==> src/rtl/clk_pwm_pkg.sv <==
// rtl/clk_pwm_pkg.sv - shared types, default width and config clamp helpers for clk_pwm_gen
package clk_pwm_pkg;

    localparam int CNT_W_DEF = 16;

    typedef enum logic [1:0] {
        IDLE      = 2'd0,
        RUN       = 2'd1,
        STOP_PEND = 2'd2
    } pwm_state_e;

    // Periods below 2 cannot produce a distinct tick cycle, so they are raised to 2.
    function automatic logic [31:0] clamp_period(input logic [31:0] p);
        return (p < 32'd2) ? 32'd2 : p;
    endfunction

    // A high time beyond the period behaves as constant high; store it capped at P.
    function automatic logic [31:0] clamp_high(input logic [31:0] h, input logic [31:0] p);
        return (h > p) ? p : h;
    endfunction

endpackage

==> src/rtl/clk_pwm_gen.sv <==
// rtl/clk_pwm_gen.sv - programmable period/duty pulse generator with period tick
// Settings go through a pending register and take effect only at period boundaries.
module clk_pwm_gen
    import clk_pwm_pkg::*;
#(
    parameter int CNT_W      = CNT_W_DEF,
    parameter int DEF_PERIOD = 10,
    parameter int DEF_HIGH   = 3
) (
    input  logic             clk,
    input  logic             rst,
    input  logic             en,
    input  logic             cfg_valid,
    output logic             cfg_ready,
    input  logic [CNT_W-1:0] cfg_period,
    input  logic [CNT_W-1:0] cfg_high,
    output logic             clk_out,
    output logic             period_tick,
    output logic             busy
);

    pwm_state_e       state_q, state_d;
    logic [CNT_W-1:0] cnt_q, cnt_d;
    logic [CNT_W-1:0] per_q, per_d;
    logic [CNT_W-1:0] high_q, high_d;
    logic [CNT_W-1:0] pend_per_q, pend_per_d;
    logic [CNT_W-1:0] pend_high_q, pend_high_d;
    logic             pend_q, pend_d;
    logic             applied_q, applied_d;
    logic             ready_q, ready_d;
    logic             clk_out_q, clk_out_d;
    logic             tick_q, tick_d;
    logic             last;
    logic             apply;
    logic             run_d;

    always_comb begin
        state_d     = state_q;
        cnt_d       = cnt_q;
        per_d       = per_q;
        high_d      = high_q;
        pend_per_d  = pend_per_q;
        pend_high_d = pend_high_q;
        pend_d      = pend_q;
        applied_d   = 1'b0;
        ready_d     = ready_q;
        apply       = 1'b0;
        last        = (cnt_q == per_q - CNT_W'(1));

        unique case (state_q)
            IDLE: begin
                cnt_d = '0;
                apply = pend_q;
                if (en) state_d = RUN;
            end
            RUN: begin
                cnt_d = last ? '0 : cnt_q + CNT_W'(1);
                apply = pend_q && last;
                if (!en) state_d = STOP_PEND;
            end
            STOP_PEND: begin
                cnt_d = last ? '0 : cnt_q + CNT_W'(1);
                apply = pend_q && last;
                if (en)        state_d = RUN;
                else if (last) state_d = IDLE;
            end
            default: begin
                state_d = IDLE;
                cnt_d   = '0;
            end
        endcase

        if (apply) begin
            per_d     = CNT_W'(clamp_period(32'(pend_per_q)));
            high_d    = CNT_W'(clamp_high(32'(pend_high_q), 32'(per_d)));
            pend_d    = 1'b0;
            applied_d = 1'b1;
        end

        if (applied_q) ready_d = 1'b1;

        // ready_q is only high with nothing pending, so capture never races an apply.
        if (cfg_valid && ready_q) begin
            pend_per_d  = cfg_period;
            pend_high_d = cfg_high;
            pend_d      = 1'b1;
            ready_d     = 1'b0;
        end

        run_d     = (state_d != IDLE);
        clk_out_d = run_d && (cnt_d < high_d);
        tick_d    = run_d && (cnt_d == per_d - CNT_W'(1));
    end

    always_ff @(posedge clk) begin
        if (rst) begin
            state_q     <= IDLE;
            cnt_q       <= '0;
            per_q       <= CNT_W'(DEF_PERIOD);
            high_q      <= CNT_W'(DEF_HIGH);
            pend_per_q  <= '0;
            pend_high_q <= '0;
            pend_q      <= 1'b0;
            applied_q   <= 1'b0;
            ready_q     <= 1'b1;
            clk_out_q   <= 1'b0;
            tick_q      <= 1'b0;
        end else begin
            state_q     <= state_d;
            cnt_q       <= cnt_d;
            per_q       <= per_d;
            high_q      <= high_d;
            pend_per_q  <= pend_per_d;
            pend_high_q <= pend_high_d;
            pend_q      <= pend_d;
            applied_q   <= applied_d;
            ready_q     <= ready_d;
            clk_out_q   <= clk_out_d;
            tick_q      <= tick_d;
        end
    end

    assign cfg_ready   = ready_q;
    assign clk_out     = clk_out_q;
    assign period_tick = tick_q;
    assign busy        = (state_q != IDLE);

endmodule

==> config.mk <==
export PLATFORM = sky130hd
export DESIGN_NAME = clk_pwm_gen
export DESIGN_NICKNAME = d
export VERILOG_FILES = /design/src/rtl/clk_pwm_pkg.sv /design/src/rtl/clk_pwm_gen.sv
export SDC_FILE = /design/constraint.sdc
export NUM_CORES = 1
export LEC_CHECK = 0
export CAP_MARGIN = 5
export CORE_MARGIN = 8
export CORE_UTILIZATION = 35
export CTS_BUF_LIST = sky130_fd_sc_hd__clkbuf_4 sky130_fd_sc_hd__clkbuf_8 sky130_fd_sc_hd__clkbuf_16
export CTS_CLUSTER_DIAMETER = 150
export DETAILED_ROUTE_END_ITERATION = 7
export PLACE_DENSITY = 0.61
export SKIP_LAST_GASP = 1
export SYNTH_ARGS = -nofsm -noshare
export SYNTH_HDL_FRONTEND = slang
export SYNTH_SLANG_ARGS = --single-unit
export TNS_END_PERCENT = 50
==> constraint.sdc <==
create_clock -name clk -period 9.9 [get_ports clk]
set_input_delay 2.475 -clock clk [delete_from_list [all_inputs] [get_ports clk]]
set_output_delay 2.475 -clock clk [all_outputs]
set_load 0.01 [all_outputs]
# [After elaboration in Yosys (flattened, before gate mapping)]
# Index checks and enable logic that the tools add are counted.
[classes] n_reduce_logical=10 muxes=17 order_cmp=3 eq_ne=4 addsub=3
[ops] op="$mux 16" count=6
[ops] op="$eq 16x16->1" count=2
[ops] op="$sub 16x1->16 const B" count=2
[ops] op="$add 16x1->16 const B" count=1
[ops] op="$gt 16x16->1" count=1
[ops] op="$lt 16x16->1" count=1
[ops] op="$lt 16x2->1 const B" count=1
[ops] op="$mux 2" count=4
[ops] op="$reduce_bool 2->1" count=4
[ops] op="$pmux 2 s3" count=1
[ops] op="$mux 1" count=5
[ops] op="$logic_and 1x1->1" count=4
[ops] op="$eq 2x1->1 const B" count=1
[ops] op="$eq 2x2->1 const B" count=1
[ops] op="$logic_not 2->1" count=1
[ops] op="$pmux 1 s2" count=1
[ops] op="$reduce_or 2->1" count=1
[word_totals] regBits=87 inputBits=36 output_inout_bits=4 elab_cells=48

# [Depth between registers and ports, before layout]
# Gate-level depths: netlist (run 1).
[logic_depth] word_depth=8 mapped_depth=26 ltp_nobuf=25

# [Worst setup path before layout (run 1)]
# OpenSTA, ideal clock, no wires.
[synth_timing] path_kind="register to register" from="register per_q[0]" to="register tick_q (netlist: period_tick)" setup_slack_ns=4.547 path_buffers=2 t_required_ns=9.797 synth_period_minus_slack_ns=5.353 t_arrival_ns=5.250 stages_incl_launch_ff=19 setup_time_ns=0.103 cell_sequence="dfxtp_1 inv_1 ha_1 nor2b_1 a31oi_1 or4b_2 a2111o_1 or4_4 nand2_1 buf_2 buf_1 o21ai_0 ha_1 xnor2_1 or3_1 mux2_2 a41o_1 or4_1 a2111oi_2"
[synth_via] elab_chain_len=8 elab_cells_between_ends=14 cone_classes="2 x add/sub; 2 x eq/ne; 7 x mux; 3 x reduce/logical"
[synth_lines] item="start: declaration" line_no="clk_pwm_gen.sv:24" rtl="logic [CNT_W-1:0] per_q, per_d;"
[synth_lines] item="start signal: assignment" line_no="clk_pwm_gen.sv:99" rtl="per_q <= CNT_W'(DEF_PERIOD);"
[synth_lines] item="start signal: assignment" line_no="clk_pwm_gen.sv:111" rtl="per_q <= per_d;"
[synth_lines] item="$sub 16x1->16" line_no="clk_pwm_gen.sv:48" rtl="last = (cnt_q == per_q - CNT_W'(1));"
[synth_lines] item="$eq 16x16->1" line_no="clk_pwm_gen.sv:48"
[synth_lines] item="$logic_and 1x1->1" line_no="clk_pwm_gen.sv:58, clk_pwm_gen.sv:63"
[synth_lines] item="$pmux 1 s2" line_no="clk_pwm_gen.sv:50" rtl="unique case (state_q)"
[synth_lines] item="$mux 16" line_no="clk_pwm_gen.sv:73" rtl="if (apply) begin"
[synth_lines] item="$sub 16x1->16" line_no="clk_pwm_gen.sv:92" rtl="tick_d = run_d && (cnt_d == per_d - CNT_W'(1));"
[synth_lines] item="$eq 16x16->1" line_no="clk_pwm_gen.sv:92"
[synth_lines] item="$logic_and 1x1->1 *" line_no="clk_pwm_gen.sv:92"
[synth_lines] item="end signal: assignment" line_no="clk_pwm_gen.sv:119" rtl="tick_q <= tick_d;"
[synth_lines] item="end: declaration" line_no="clk_pwm_gen.sv:32" rtl="logic tick_q, tick_d;"
# Mark *: on every way between the ends. The rest lies on a longest branch, timed or not.
# A chain may end at the register's enable or synchronous reset.

# [Worst setup path in the final report (run 1)]
# Same ends and word-level chain as after synthesis.

==> impl_metrics.tcl, run 1 <==
set metrics [dict create \
    coreArea_um2 15800 \
    outcome "completed" \
    synthArstFlopShare 0 \
    min_from "applied_q$_SDFF_PP0_" \
    holdCritPathClass "register to register" \
    cellLeakagePower_nw 2.49 \
    fin_crit_sh 0.617 \
    worstSetupStartpointType "register" \
    final_cell_mix "93 x nand2_1, 87 x dfxtp_1, 84 x a21oi_1" \
    slew_headroom 0.233 \
    syn_inst 727 \
    synth.top_cell.area_share 0.309 \
    synth_seq_cells 87 \
    cts_root_buf "clkbuf_16" \
    drive_gt1_frac 0.0616 \
    setup_violations 0 \
    grt_overflow 0 \
    cts_tree "done" \
    clock_path_buffers 2 \
    fin_nets 816 \
    grt_max_degree 85 \
    fin_util 0.409 \
    place_congestion 0.890 \
    ys_seq_area_frac 0.309 \
    dp_hpwl_um 11700 \
    power.density_nw_per_um2 151 \
    grt_pass1_vias 4886 \
    timing.fmax_mhz 164 \
    io_pins 40 \
    postCtsSetupRepairBufs 0 \
    crit_required_ps 10160 \
    grt_use_total 0.157 \
    cts_resized 0 \
    timing.critical_path.from "per_q[0]$_SDFF_PP0_" \
    path_cells "inv_1, ha_1, nor2b_1, a31oi_1, or4b_2, a2111o_1, or4_4, nand2_1, a21oi_1, ha_1, o21a_1, or4_4, a221oi_2, nand4_1, or4_1, a2111oi_2" \
    start_util 0.356 \
    endpoint_kind "register" \
    cpPeakStageDelay_ps 680 \
    first_pass_iters 5 \
    hold_viol_final 0 \
    chipHeight_um 143 \
    port_buffers 39 \
    worst_slew_pin_slew_ps 1150 \
    cp.arrival_ps 6370 \
    fin_setup_tns_ps 0 \
    final_common_cell "nand2_1" \
    hold_ws_ps 474 \
    syn_to_final_growth_pct 14.9 \
    drv_cap 0 \
    rsz0062_at_grt "false" \
    synth_fp_nets 801 \
    vias 5112 \
    cts_hold_buf 0 \
    die-area_um2 20400 \
    synth_top_area_cell "dfxtp_1" \
    yosysUniqueCellTypes 61 \
    vias_per_cell 5.31 \
    pre_cts_slack_ps 3840 \
    clock_latency_ps 360 \
    synth-main-ff-cell "dfxtp_1" \
    instances_no_fill 963 \
    cp_max_fo 24 \
    drtIter0Drc 452 \
    synth-edff-count 0 \
    avgSynthCellArea_um2 7.75 \
    drc 0 \
    fin_ws_ps 3790 \
    cts_buffers 9 \
    ir_drop_v 0.0000915 \
    path_clk_slew_ps 70 \
    critPathSlowestCell "nand2_1" \
    dp.cells 947 \
    clock_sinks 87 \
    fin_crit_ps 6110 \
    antenna_cells 0 \
    wl_um 15300 \
    rows 46 \
    worst_clock_skew_ps 13.1 \
    antenna_found_initial 0 \
    netlist_area_um2 5630 \
    htreeDepth 3 \
    final_max_slew_viol_count 0 \
    grt_pass1_wl_um 25400 \
    die_w_um 143 \
    ys_top_cells_by_area "dfxtp_1 31%, ha_1 8.4%, a21oi_1 7.6%" \
    drtAntennaViolNets 0 \
    routedWlPerCell_um 15.9 \
    r2r_start "per_q[0]$_SDFF_PP0_" \
    path_class "register to register" \
    synth_warnings 0 \
]
## logic make-up (layout without fill, tap and decap cells)
logic type | Yosys count | in the layout | share of synthesized area
xor gates and xnor gates | 54 | 54 | 0.0840
AOI/OAI and AO/OA | 156 | 156 | 0.171
DFF | 87 | 87 | 0.309
adders and majority gates | 38 | 38 | 0.0844
buffers and inverters | 69 | 89 | 0.0484
and+or+nand+nor | 295 | 295 | 0.252
muxes | 28 | 28 | 0.0507
## sequential cells by signal, summed over array words and instances (netlist names), 2 cells and up
signal       count
high_q          16
state_q          2
pend_high_q     16
cnt_q           16
pend_per_q      16
per_q           16
## critical path, delay by kind of cell, from the launching register on
kind,cells,cell delay (ps)
AO/OA/AOI/OAI,6,1500
AND/OR/NAND/NOR,7,3370
adder cells (fa/ha/maj),2,610
buffers and inverters,1,130
flip-flops,1,380
## report_power, final
group          internal [mW]  leakage, nW  switching [mW]
Sequential             0.368        0.709          0.0211
Combinational          0.110         1.65           0.151
Clock                  0.178        0.134           0.149
Total                  0.656         2.49           0.322
## area by class of cell
type	count	area [um2]
fill	1661	9360
multi-input combinational	571	3640
sequential	87	1740
timing repair buffer	45	430
tap	216	270
clock buffer	11	240
inverter	28	105
clock inverter	5	41.3
## stage by stage
stage	area, um2	power (mW)
global placement	6190	0.654
global route	6470	1.03
CTS	6470	0.986
floorplan	5630	0.578
finish	6470	0.978
detailed placement	6190	0.656
## layer usage
layer,routed length [um],global-route usage,up-vias
li1,-,-,2572
met1,7720,0.218,2383
met5,0,0,-
met3,652,0.0324,25
met4,369,0.0610,0
met2,6600,0.233,132
## worst paths after layout
path                                               end  slack [ps]  cells past startpoint
worst min register to register  cfg_ready$_SDFFE_PP1P_         470                      2
worst max-delay path            period_tick$_SDFF_PP0_        3790                     16
worst max register to register  period_tick$_SDFF_PP0_        3790                     16
worst min-delay path            cfg_ready$_SDFFE_PP1P_         470                      2
## synthesized netlist by cell type, drive strengths merged, types with 9 or more instances
cell type / n
nand2: 93
dfxtp: 87
a21oi: 85
nor2: 84
xnor2: 39
ha: 38
clkbuf: 29
inv: 28
nor3: 26
mux2i: 24
nand3: 16
xor2: 15
nor4: 14
o21ai: 14
buf: 12
nand4: 12
a21o: 11
nand2b: 9
Power figures use the tool's default switching activity.
==> run 2, diff against run 1 <==
Clock period 9.9 ns to 5.95 ns, I/O delays scaled along.
==> impl_metrics.tcl, run 2 (same netlist as run 1, synthesis figures left out) <==
set metrics [dict create \
    outcome "completed" \
    hold_viol_final 0 \
    dp.cells 957 \
    slew_headroom 0.285 \
    crit_required_ps 6210 \
    drtAntennaViolNets 0 \
    cellLeakagePower_nw 2.56 \
    clock_path_buffers 2 \
    vias_per_cell 5.17 \
    htreeDepth 3 \
    grt_overflow 0 \
    cts_tree "done" \
    cts_hold_buf 0 \
    grt_pass1_wl_um 25600 \
    worst_slew_pin_slew_ps 1070 \
    final_cell_mix "93 x nand2_1, 87 x dfxtp_1, 84 x a21oi_1" \
    chipHeight_um 143 \
    clock_latency_ps 350 \
    cp.arrival_ps 5600 \
    coreArea_um2 15800 \
    grt_pass1_vias 4888 \
    worst_clock_skew_ps 8.14 \
    cts_root_buf "clkbuf_16" \
    rows 46 \
    r2r_start "per_q[0]$_SDFF_PP0_" \
    routedWlPerCell_um 15.7 \
    holdCritPathClass "register to register" \
    path_class "register to register" \
    path_clk_slew_ps 70 \
    drc 0 \
    drive_gt1_frac 0.0766 \
    timing.fmax_mhz 187 \
    place_congestion 0.878 \
    min_from "pend_per_q[1]$_SDFFE_PP0P_" \
    power.density_nw_per_um2 261 \
    port_buffers 39 \
    die_w_um 143 \
    placed_cell_area_um2 6260 \
    grt_use_total 0.159 \
    wl_um 15300 \
    postCtsSetupRepairBufs 0 \
    instances_no_fill 973 \
    vias 5027 \
    die-area_um2 20400 \
    antenna_found_initial 0 \
    antenna_cells 0 \
    clock_sinks 87 \
    ir_drop_v 0.000134 \
    final_common_cell "nand2_1" \
    start_util 0.356 \
    syn_to_final_growth_pct 17.2 \
    hold_ws_ps 476 \
    fin_nets 826 \
    fin_crit_ps 5340 \
    endpoint_kind "register" \
    setup_violations 0 \
    p_total_mw 1.72 \
    rsz0062_at_grt "false" \
    fin_setup_tns_ps 0 \
    cts_resized 0 \
    dp_hpwl_um 11700 \
    drv_cap 0 \
    cts_buffers 9 \
    timing.critical_path.from "per_q[0]$_SDFF_PP0_" \
    fin_crit_sh 0.898 \
    drtIter0Drc 462 \
    cp_max_fo 12 \
    final_max_slew_viol_count 0 \
    final_area_um2 6600 \
    io_pins 40 \
    first_pass_iters 5 \
    grt_max_degree 85 \
    worstSetupStartpointType "register" \
]
run 2: worst max-delay path, stage by stage, from the launching register on:
cell       delay [ps]
dfxtp_1           370
inv_1             120
ha_1              260
nor2b_2           300
a31oi_1           130
or4b_2            620
a2111o_1          330
or4_4             530
nand2_1           310
nand2_1            80
o21ai_0           120
ha_1              340
nand4_1           180
nor2_1            130
mux2i_1           190
a211o_1           280
a41o_1            230
or4_1             520
a2111oi_2         200
run 2: through the flow:
| stage | setup WS [ps] | utilization |
|---|---|---|
| floorplan | 597 | - |
| detailed placement | 560 | 0.396 |
| global route | 98.6 | 0.417 |
| global placement | 657 | 0.396 |
| CTS | 534 | 0.416 |
| finish | 609 | 0.417 |
run 2: final timing paths:
kind,end,slack (ps),depth (start not counted)
hold reg to reg,pend_per_q[1]$_SDFFE_PP0P_,480,2
hold / removal,pend_per_q[1]$_SDFFE_PP0P_,480,2
setup / recovery,period_tick$_SDFF_PP0_,610,18
setup reg to reg,period_tick$_SDFF_PP0_,610,18
run 2: layout make-up:
| type | count | area [um2] |
|---|---|---|
| Timing Repair Buffer | 55 | 505 |
| Multi-Input combinational cell | 571 | 3650 |
| Tap cell | 216 | 270 |
| Clock buffer | 9 | 225 |
| Inverter | 28 | 105 |
| Fill cell | 1625 | 9230 |
| Sequential cell | 87 | 1740 |
| Clock inverter | 7 | 101 |
run 2: layer usage:
metal / wire length, um / part of all wire / global-route usage / up-vias
met5: 0 / 0 / 0 / -
met4: 405 / 0.027 / 0.0716 / 0
met3: 771 / 0.051 / 0.0270 / 26
met2: 6590 / 0.43 / 0.237 / 144
met1: 7490 / 0.49 / 0.219 / 2272
li1: - / - / - / 2585
run 2: power breakdown:
part	switching, mW	internal (mW)	total, mW	leakage (nW)
clock	0.255	0.372	0.627	0.153
sequential	0.0342	0.612	0.646	0.709
combinational	0.254	0.197	0.450	1.70
